<file path="src/rtl/instr_fetch_unit_if.sv">
// Instruction-memory request/response bundle between the fetch unit and imem.
// The fetch unit drives the master side; memory (or the bench) drives the slave side.
interface instr_fetch_unit_if;
    logic        imem_req;
    logic [31:0] imem_addr;
    logic [31:0] imem_rdata;
    logic        imem_ready;

    modport master (
        output imem_req,
        output imem_addr,
        input  imem_rdata,
        input  imem_ready
    );

    modport slave (
        input  imem_req,
        input  imem_addr,
        output imem_rdata,
        output imem_ready
    );
endinterface

</file>
<file path="src/rtl/instr_fetch_unit.sv">
// PC register and instruction-fetch sequencer feeding the main decoder.
// Define FETCH_PERF_CNT_EN to add the retired/stall performance counters.
//
// state    | meaning
// ---------+--------------------------------------------------------
// ST_BOOT  | one idle cycle after reset release, no request
// ST_FETCH | request imem at pc until imem_ready, count wait cycles
// ST_EXEC  | instr live for the decoder; advance pc unless stalled
// ST_HALT  | misaligned target seen; NOP presented until reset
module instr_fetch_unit #(
    parameter logic [31:0] RESET_PC  = 32'h0000_0000,
    parameter logic [31:0] NOP_INSTR = 32'h0000_0013,
    parameter int unsigned WAIT_MAX  = 15
) (
    input  logic                clk,
    input  logic                rst_n,
    instr_fetch_unit_if.master  imem,
    input  logic                pc_src,
    input  logic [31:0]         imm_ext,
    input  logic                stall,
    output logic [31:0]         instr,
    output logic                instr_valid,
    output logic [31:0]         pc,
    output logic [31:0]         pc_plus4,
    output logic                misalign_err,
    output logic                fetch_timeout
`ifdef FETCH_PERF_CNT_EN
    ,
    output logic [31:0]         retired_cnt,
    output logic [31:0]         stall_cnt
`endif
);

    localparam int WAIT_W = (WAIT_MAX < 2) ? 1 : $clog2(WAIT_MAX + 1);
    localparam logic [WAIT_W-1:0] WAIT_LIM = WAIT_W'(WAIT_MAX);
    localparam logic [WAIT_W-1:0] WAIT_ONE = WAIT_W'(1);

    typedef enum logic [1:0] {
        ST_BOOT  = 2'd0,
        ST_FETCH = 2'd1,
        ST_EXEC  = 2'd2,
        ST_HALT  = 2'd3
    } state_t;

    state_t            state_q, state_d;
    logic [31:0]       pc_q, pc_d;
    logic [31:0]       instr_q, instr_d;
    logic [WAIT_W-1:0] wait_q, wait_d;
    logic              misalign_q, misalign_d;
    logic              timeout_q, timeout_d;
    logic [31:0]       next_pc;

    assign pc_plus4 = pc_q + 32'd4;
    assign next_pc  = pc_src ? (pc_q + imm_ext) : pc_plus4;

    always_ff @(posedge clk or negedge rst_n) begin
        if (!rst_n) begin
            state_q    <= ST_BOOT;
            pc_q       <= RESET_PC;
            instr_q    <= NOP_INSTR;
            wait_q     <= '0;
            misalign_q <= 1'b0;
            timeout_q  <= 1'b0;
        end else begin
            state_q    <= state_d;
            pc_q       <= pc_d;
            instr_q    <= instr_d;
            wait_q     <= wait_d;
            misalign_q <= misalign_d;
            timeout_q  <= timeout_d;
        end
    end

    always_comb begin
        state_d    = state_q;
        pc_d       = pc_q;
        instr_d    = instr_q;
        wait_d     = wait_q;
        misalign_d = misalign_q;
        timeout_d  = timeout_q;

        case (state_q)
            ST_BOOT: begin
                state_d = ST_FETCH;
            end
            ST_FETCH: begin
                if (imem.imem_ready) begin
                    instr_d = imem.imem_rdata;
                    wait_d  = '0;
                    state_d = ST_EXEC;
                end else begin
                    if (wait_q != WAIT_LIM) begin
                        wait_d = wait_q + WAIT_ONE;
                    end
                    // Informational only: the fetch keeps requesting after the flag sets.
                    if (wait_d == WAIT_LIM) begin
                        timeout_d = 1'b1;
                    end
                end
            end
            ST_EXEC: begin
                if (!stall) begin
                    if (next_pc[1:0] != 2'b00) begin
                        misalign_d = 1'b1;
                        instr_d    = NOP_INSTR;
                        state_d    = ST_HALT;
                    end else begin
                        pc_d    = next_pc;
                        state_d = ST_FETCH;
                    end
                end
            end
            ST_HALT: begin
                instr_d = NOP_INSTR;
            end
            default: begin
                state_d = ST_BOOT;
            end
        endcase
    end

    assign imem.imem_req  = (state_q == ST_FETCH);
    assign imem.imem_addr = pc_q;
    assign instr          = instr_q;
    assign instr_valid    = (state_q == ST_EXEC);
    assign pc             = pc_q;
    assign misalign_err   = misalign_q;
    assign fetch_timeout  = timeout_q;

`ifdef FETCH_PERF_CNT_EN
    logic        exec_retire;
    logic        exec_stall;
    logic [31:0] retired_q, retired_d;
    logic [31:0] stall_cnt_q, stall_cnt_d;

    assign exec_retire = (state_q == ST_EXEC) && !stall && (next_pc[1:0] == 2'b00);
    assign exec_stall  = (state_q == ST_EXEC) && stall;

    always_comb begin
        retired_d   = retired_q;
        stall_cnt_d = stall_cnt_q;
        if (exec_retire) begin
            retired_d = retired_q + 32'd1;
        end
        if (exec_stall) begin
            stall_cnt_d = stall_cnt_q + 32'd1;
        end
    end

    always_ff @(posedge clk or negedge rst_n) begin
        if (!rst_n) begin
            retired_q   <= '0;
            stall_cnt_q <= '0;
        end else begin
            retired_q   <= retired_d;
            stall_cnt_q <= stall_cnt_d;
        end
    end

    assign retired_cnt = retired_q;
    assign stall_cnt   = stall_cnt_q;
`endif

endmodule

</file>
<file path="src/flat_wrapper.sv">
// flat-port wrapper written by rule: the top's interface ports become plain ports
module instr_fetch_unit_flat 
#(
    parameter logic [31:0] RESET_PC  = 32'h0000_0000,
    parameter logic [31:0] NOP_INSTR = 32'h0000_0013,
    parameter int unsigned WAIT_MAX  = 15
)
  (clk, rst_n, pc_src, imm_ext, stall, instr, instr_valid, pc, pc_plus4, misalign_err, fetch_timeout, imem_imem_req, imem_imem_addr, imem_imem_rdata, imem_imem_ready);
  instr_fetch_unit_if imem_i ();
  input  logic clk;
  input  logic rst_n;
  input  logic pc_src;
  input  logic [31:0] imm_ext;
  input  logic stall;
  output logic [31:0] instr;
  output logic instr_valid;
  output logic [31:0] pc;
  output logic [31:0] pc_plus4;
  output logic misalign_err;
  output logic fetch_timeout;
  output wire logic [$bits(imem_i.imem_req)-1:0] imem_imem_req;
  output wire logic [$bits(imem_i.imem_addr)-1:0] imem_imem_addr;
  input wire logic [$bits(imem_i.imem_rdata)-1:0] imem_imem_rdata;
  input wire logic [$bits(imem_i.imem_ready)-1:0] imem_imem_ready;
  assign imem_imem_req = imem_i.imem_req;
  assign imem_imem_addr = imem_i.imem_addr;
  assign imem_i.imem_rdata = imem_imem_rdata;
  assign imem_i.imem_ready = imem_imem_ready;
  instr_fetch_unit #(.RESET_PC(RESET_PC), .NOP_INSTR(NOP_INSTR), .WAIT_MAX(WAIT_MAX)) u_core (.clk(clk), .rst_n(rst_n), .imem(imem_i), .pc_src(pc_src), .imm_ext(imm_ext), .stall(stall), .instr(instr), .instr_valid(instr_valid), .pc(pc), .pc_plus4(pc_plus4), .misalign_err(misalign_err), .fetch_timeout(fetch_timeout));
endmodule
</file>
<file path="config.mk">
export PLATFORM = sky130hd
export DESIGN_NAME = instr_fetch_unit_flat
export DESIGN_NICKNAME = d
export VERILOG_FILES = /design/src/rtl/instr_fetch_unit_if.sv /design/src/rtl/instr_fetch_unit.sv /design/src/flat_wrapper.sv
export SDC_FILE = /design/constraint.sdc
export NUM_CORES = 1
export LEC_CHECK = 0
export BUFFER_PORTS_ARGS = -buffer_cell sky130_fd_sc_hd__buf_2
export CAP_MARGIN = 10
export CORE_ASPECT_RATIO = 1.5
export CORE_MARGIN = 8
export CORE_UTILIZATION = 35
export CTS_CLUSTER_SIZE = 30
export DETAILED_ROUTE_END_ITERATION = 16
export PLACE_DENSITY = 0.63
export SYNTH_ARGS = -nofsm -noshare
export SYNTH_HDL_FRONTEND = slang
export SYNTH_SLANG_ARGS = --single-unit
</file>
<file path="constraint.sdc">
create_clock -name clk -period 3.5 [get_ports clk]
set_input_delay 0.175 -clock clk [delete_from_list [all_inputs] [get_ports clk]]
set_output_delay 0.175 -clock clk [all_outputs]
set_load 0.02 [all_outputs]
</file>
* Word-level counts from Yosys, hierarchy flattened *
Cells that the tools add are included.

operators by class
  $add $sub $neg = 3
  equality and inequality tests = 8
  mux-type cells = 13
  bitwise logic cells = 3
  reductions and logical operators = 9

operator list
  operator                 number
  $mux W32                 4
  $pmux W32 S3             1
  $add A32 B3 Y32 const B  1
  $add A32 B32 Y32         1
  $mux W4                  4
  $reduce_and A3 Y1        4
  $mux W2                  3
  $pmux W2 S3              1
  $reduce_bool A3 Y1       2
  $add A4 B1 Y4 const B    1
  $eq A2 B2 Y1 const B     2
  $eq A4 B4 Y1 const B     1
  $ne A2 B1 Y1 const B     2
  $ne A4 B4 Y1 const B     1
  $reduce_and A4 Y1        1
  $not A1 Y1               3
  $eq A2 B1 Y1 const B     1
  $logic_not A2 Y1         1
  $ne A2 B2 Y1 const B     1
  $reduce_bool A2 Y1       1

word-level totals
  flip-flop bits (word level) = 72
  input bits = 69
  output and inout port bits = 132
  logic and storage cells = 42

* Longest topological paths before layout *
  depth after elaboration = 6
  gate-level depth with buffers = 12
  gate-level depth less buffers = 12

* Least setup slack after synthesis *
Ideal clock, no wire load.

  path type = reg-to-reg
  from = register u_core.pc_q[0], in the netlist u_core.imem.imem_addr[0]
  to = register u_core.pc_q[20], in the netlist u_core.imem.imem_addr[20]
  library setup time = 0.133 ns
  arrival time = 2.974 ns
  data required time = 3.367 ns
  path slack = 0.393 ns
  cell stages (with the launch flop) = 13
  buffers on the path = 0
  clock period less this slack = 3.107 ns
  cell sequence = dfrtp_1 > ha_1 > fa_1 > a21oi_1 > nor2b_1 > a31o_1 > o41a_1 > and2_4 > o21ba_1 > or2_1 > a221o_1 > nand4b_1 > o211ai_1

on the way
  cells in the longest elaborated chain, start to end = 5
  elaborated cells on any way between the ends = 6
  those cells by class = add/sub (2); mux (1); bitwise (1); reduce/logical (2)

RTL lines
  what                                                 line                                            RTL
  start: declaration                                   instr_fetch_unit.sv:46                          logic [31:0] pc_q, pc_d;
  start signal: assignment                             instr_fetch_unit.sv:66                          pc_q <= pc_d;
  $add A32 B3 Y32 or $add A32 B32 Y32 (tied branches)  instr_fetch_unit.sv:53, instr_fetch_unit.sv:54
  $mux W32 (*)                                         instr_fetch_unit.sv:54                          assign next_pc = pc_src ? (pc_q + imm_ext) : pc_plus4;
  $reduce_bool A2 Y1                                   instr_fetch_unit.sv:103                         if (next_pc[1:0] != 2'b00) begin
  $not A1 Y1 (no source line)                          n/a
  $reduce_and A3 Y1 (no source line)                   n/a

Every way passes the cells marked *; elsewhere a longest branch is shown, timed or not.
A chain may end at the register's enable or synchronous reset.

* Worst setup path after layout *
Same ends and word-level chain as after synthesis.

==> qor.yml <==
outcome:
  status: "finished with violations"
  violations: "negative hold slack"
sta:
  rsz0062_at_grt: "no"
  fin_ws_ps: 258
  clock_skew_ps: 7.65
  fmax_ghz: 0.308
  post-route-min-period_ps: 3240
  max-slew-margin-rel_pct: 35.1
  whs_ps: -11.7
  hold_viol: 13
  period_share_pct: 92.6
  drv_slew: 0
  tns_ps: 0
  setup_viol: 0
  worstMarginPinSlew_ps: 973
worst_setup_path:
  cp.required_ps: 3710
  path_class: "reg2reg"
  cp_top_family: "compound AO/OA/AOI/OAI gates"
  path_buf_inv: 0
  endpoint_kind: "flip-flop"
  cp_max_fo: 6
  crit_path_start: "u_core.imem.imem_addr[0]$_DFFE_PN0P_"
  max_stage_delay_ps: 420
  slowest_stage: "dfrtp_1"
  worstPathArrival_ps: 3450
  timing.rr.start: "u_core.imem.imem_addr[0]$_DFFE_PN0P_"
  cp-start-kind: "flip-flop"
  crit_chain: "ha_1 -> fa_1 -> a21oi_1 -> nor2b_1 -> a31o_1 -> o41a_1 -> and2_4 -> o21ba_1 -> or2_1 -> a221o_1 -> nand4b_1 -> o211ai_1"
hold_path:
  hp-class: "in2async"
floorplan:
  ios: 201
  start_util_pct: 35.7
  dieArea_um2: 20900
  die_x_um: 121
  coreArea_um2: 16100
  row_count: 57
  chipHeight_um: 173
grt:
  antenna_found_initial: 0
  grt_pass1_wl_mm: 29.5
  track_usage_pct: 17.3
  grt_max_degree: 73
  overflow: 0
  grt_pass1_vias: 5689
routing:
  drt-initial-drc-count: 292
  antenna_left: 0
  viasPerCell: 5.24
  drt-wirelength-per-cell_um: 17.0
  firstDrtPassIters: 5
  drt-total-wl_mm: 18.3
  drc: 0
  vias: 5649
clock_tree:
  clk_path_buf_depth: 2
  cts.sinks: 72
  numCtsBuffers: 9
  cts_tree: "yes"
  cts_resized: 0
  clkTransAtPathRegs_ps: 70
  cts_root_buf: "clkbuf_16"
  cts_hold_buf: 0
  cts_setup_buffers: 0
  insertion_delay_ps: 340
  htree_num_levels: 3
yosys:
  synth.distinct_cells: 63
  synth_seq_area_share_pct: 31.4
  yosys-top-cells-count: "nand2_1 (105), o21ai_0 (84), dfrtp_1 (69), a21oi_1 (46), nor2_1 (41)"
  syn-instance-count: 717
  ys_ff_latch: 72
  synth-edff-count: 0
  async_flop_share_pct: 100
  syn-cell-area_um2: 5750
  yosysWarnings: 0
  yosysTopAreaCellShare_pct: 30.0
  ys_top_cells_by_area: "dfrtp_1 (30%), ha_1 (8.3%), o21ai_0 (7.3%)"
  syn-num-nets: 825
  synth_flop_cell: "dfrtp_1"
  yosys.area.top_type: "dfrtp_1"
  syn_avg_cell_area_um2: 8.02
  yosysMostFrequentCell: "nand2_1"
final_layout:
  drive_gt1_share_pct: 27.7
  diodes: 0
  fin_nets: 976
  syn_to_final_growth_pct: 22.1
power:
  p_per_area_nw_per_um2: 916
  p_leak_nw: 3.63
  ir_drop_mv: 0.390
placed_design:
  pre_cts_ws_ps: 263
  dp_hpwl_mm: 14.3
  port_buffers: 200
  finalWeightedCongestion: 0.876
run:
  cap_violations: 0
==> cells by family after synthesis <==
family | Yosys count | synth area share, %
flops | 72 | 31.4
mux | 5 | 0.892
xor+xnor | 53 | 8.07
buf+inv | 84 | 7.72
compound gates | 221 | 23.5
fa+ha+maj | 39 | 8.62
simple gates | 243 | 19.8
==> path summary, 6_finish.rpt <==
check / endpoint / slack (ps) / depth (start not counted)
min: u_core.instr[13]$_DFFE_PN0P_ / -10 / 1
max reg2reg: u_core.imem.imem_addr[20]$_DFFE_PN0P_ / 260 / 12
min reg2reg: u_core.instr[25]$_DFFE_PN0P_ / 470 / 2
min in group clk: u_core.instr[26]$_DFFE_PN0P_ / 70 / 3
max in group asynchronous: u_core.imem.imem_addr[1]$_DFFE_PN0P_ / 2880 / 1
max: u_core.imem.imem_addr[20]$_DFFE_PN0P_ / 260 / 12
==> metal layers <==
metal / track usage (%) / up-vias / share of wire [%]
li1: - / 2826 / -
met1: 18.2 / 2630 / 40
met2: 32.3 / 168 / 53
met3: 3.81 / 25 / 4.9
met4: 6.22 / 0 / 2.1
met5: 0 / - / 0
==> registers in the layout, summed over array words and instances (netlist names) <==
signal	cells
u_core.imem.imem_addr	32
u_core.instr	32
u_core.wait_q	4
u_core.state_q	2
u_core.fetch_timeout	1
u_core.misalign_err	1
==> power breakdown <==
group	leakage, nW	switching, W	internal, W	total [W]
registers	0.900	0.000451	0.00120	0.00165
clock network	0.146	0.000418	0.000503	0.000921
logic	2.58	0.00245	0.00142	0.00387
==> metrics by stage <==
step | instances | area [µm²] | util (%) | power, W | hold slack (ps)
CTS | 1079 | 7020 | 43.6 | 0.00653 | 24.7
global placement | 1063 | 6730 | 41.7 | 0.00552 | 401
detailed placement | 1063 | 6730 | 41.7 | 0.00556 | 401
global route | 1079 | 7020 | 43.6 | 0.00696 | 67.2
floorplan | 717 | 5750 | - | 0.00446 | -121
finish | 1079 | 7020 | 43.6 | 0.00643 | -11.7
==> cells in the final DEF (no fill, tap or decap), types with 4 or more instances in the layout <==
master / synthesis / layout
a21o_1: 29 / 29
a21oi_1: 46 / 46
a22oi_1: 8 / 8
a31oi_1: 8 / 8
and3_1: 12 / 12
and4_1: 5 / 5
buf_2: 1 / 199
buf_4: 34 / 10
clkbuf_16: 0 / 9
dfrtp_1: 69 / 69
ha_1: 38 / 38
inv_1: 14 / 14
inv_6: 0 / 4
mux2i_1: 4 / 4
nand2_1: 105 / 105
nand2b_1: 5 / 5
nand3_1: 24 / 24
nand4_1: 10 / 10
nor2_1: 41 / 40
nor2b_1: 4 / 4
nor3_1: 16 / 16
nor3b_1: 5 / 5
nor4_1: 4 / 4
o21ai_0: 84 / 84
o21bai_1: 4 / 4
o22ai_1: 4 / 4
xnor2_1: 26 / 26
xor2_1: 27 / 27
==> layout make-up <==
| cell class | count | area [µm²] |
|---|---|---|
| fill | 1719 | 9090 |
| multi-input combinational | 561 | 3520 |
| sequential | 72 | 1810 |
| timing repair buffer | 210 | 1090 |
| tap | 206 | 258 |
| clock buffer | 9 | 225 |
| clock inverter | 7 | 71.3 |
| inverter | 14 | 52.6 |
No activity file was read; power rests on OpenSTA's default activity.
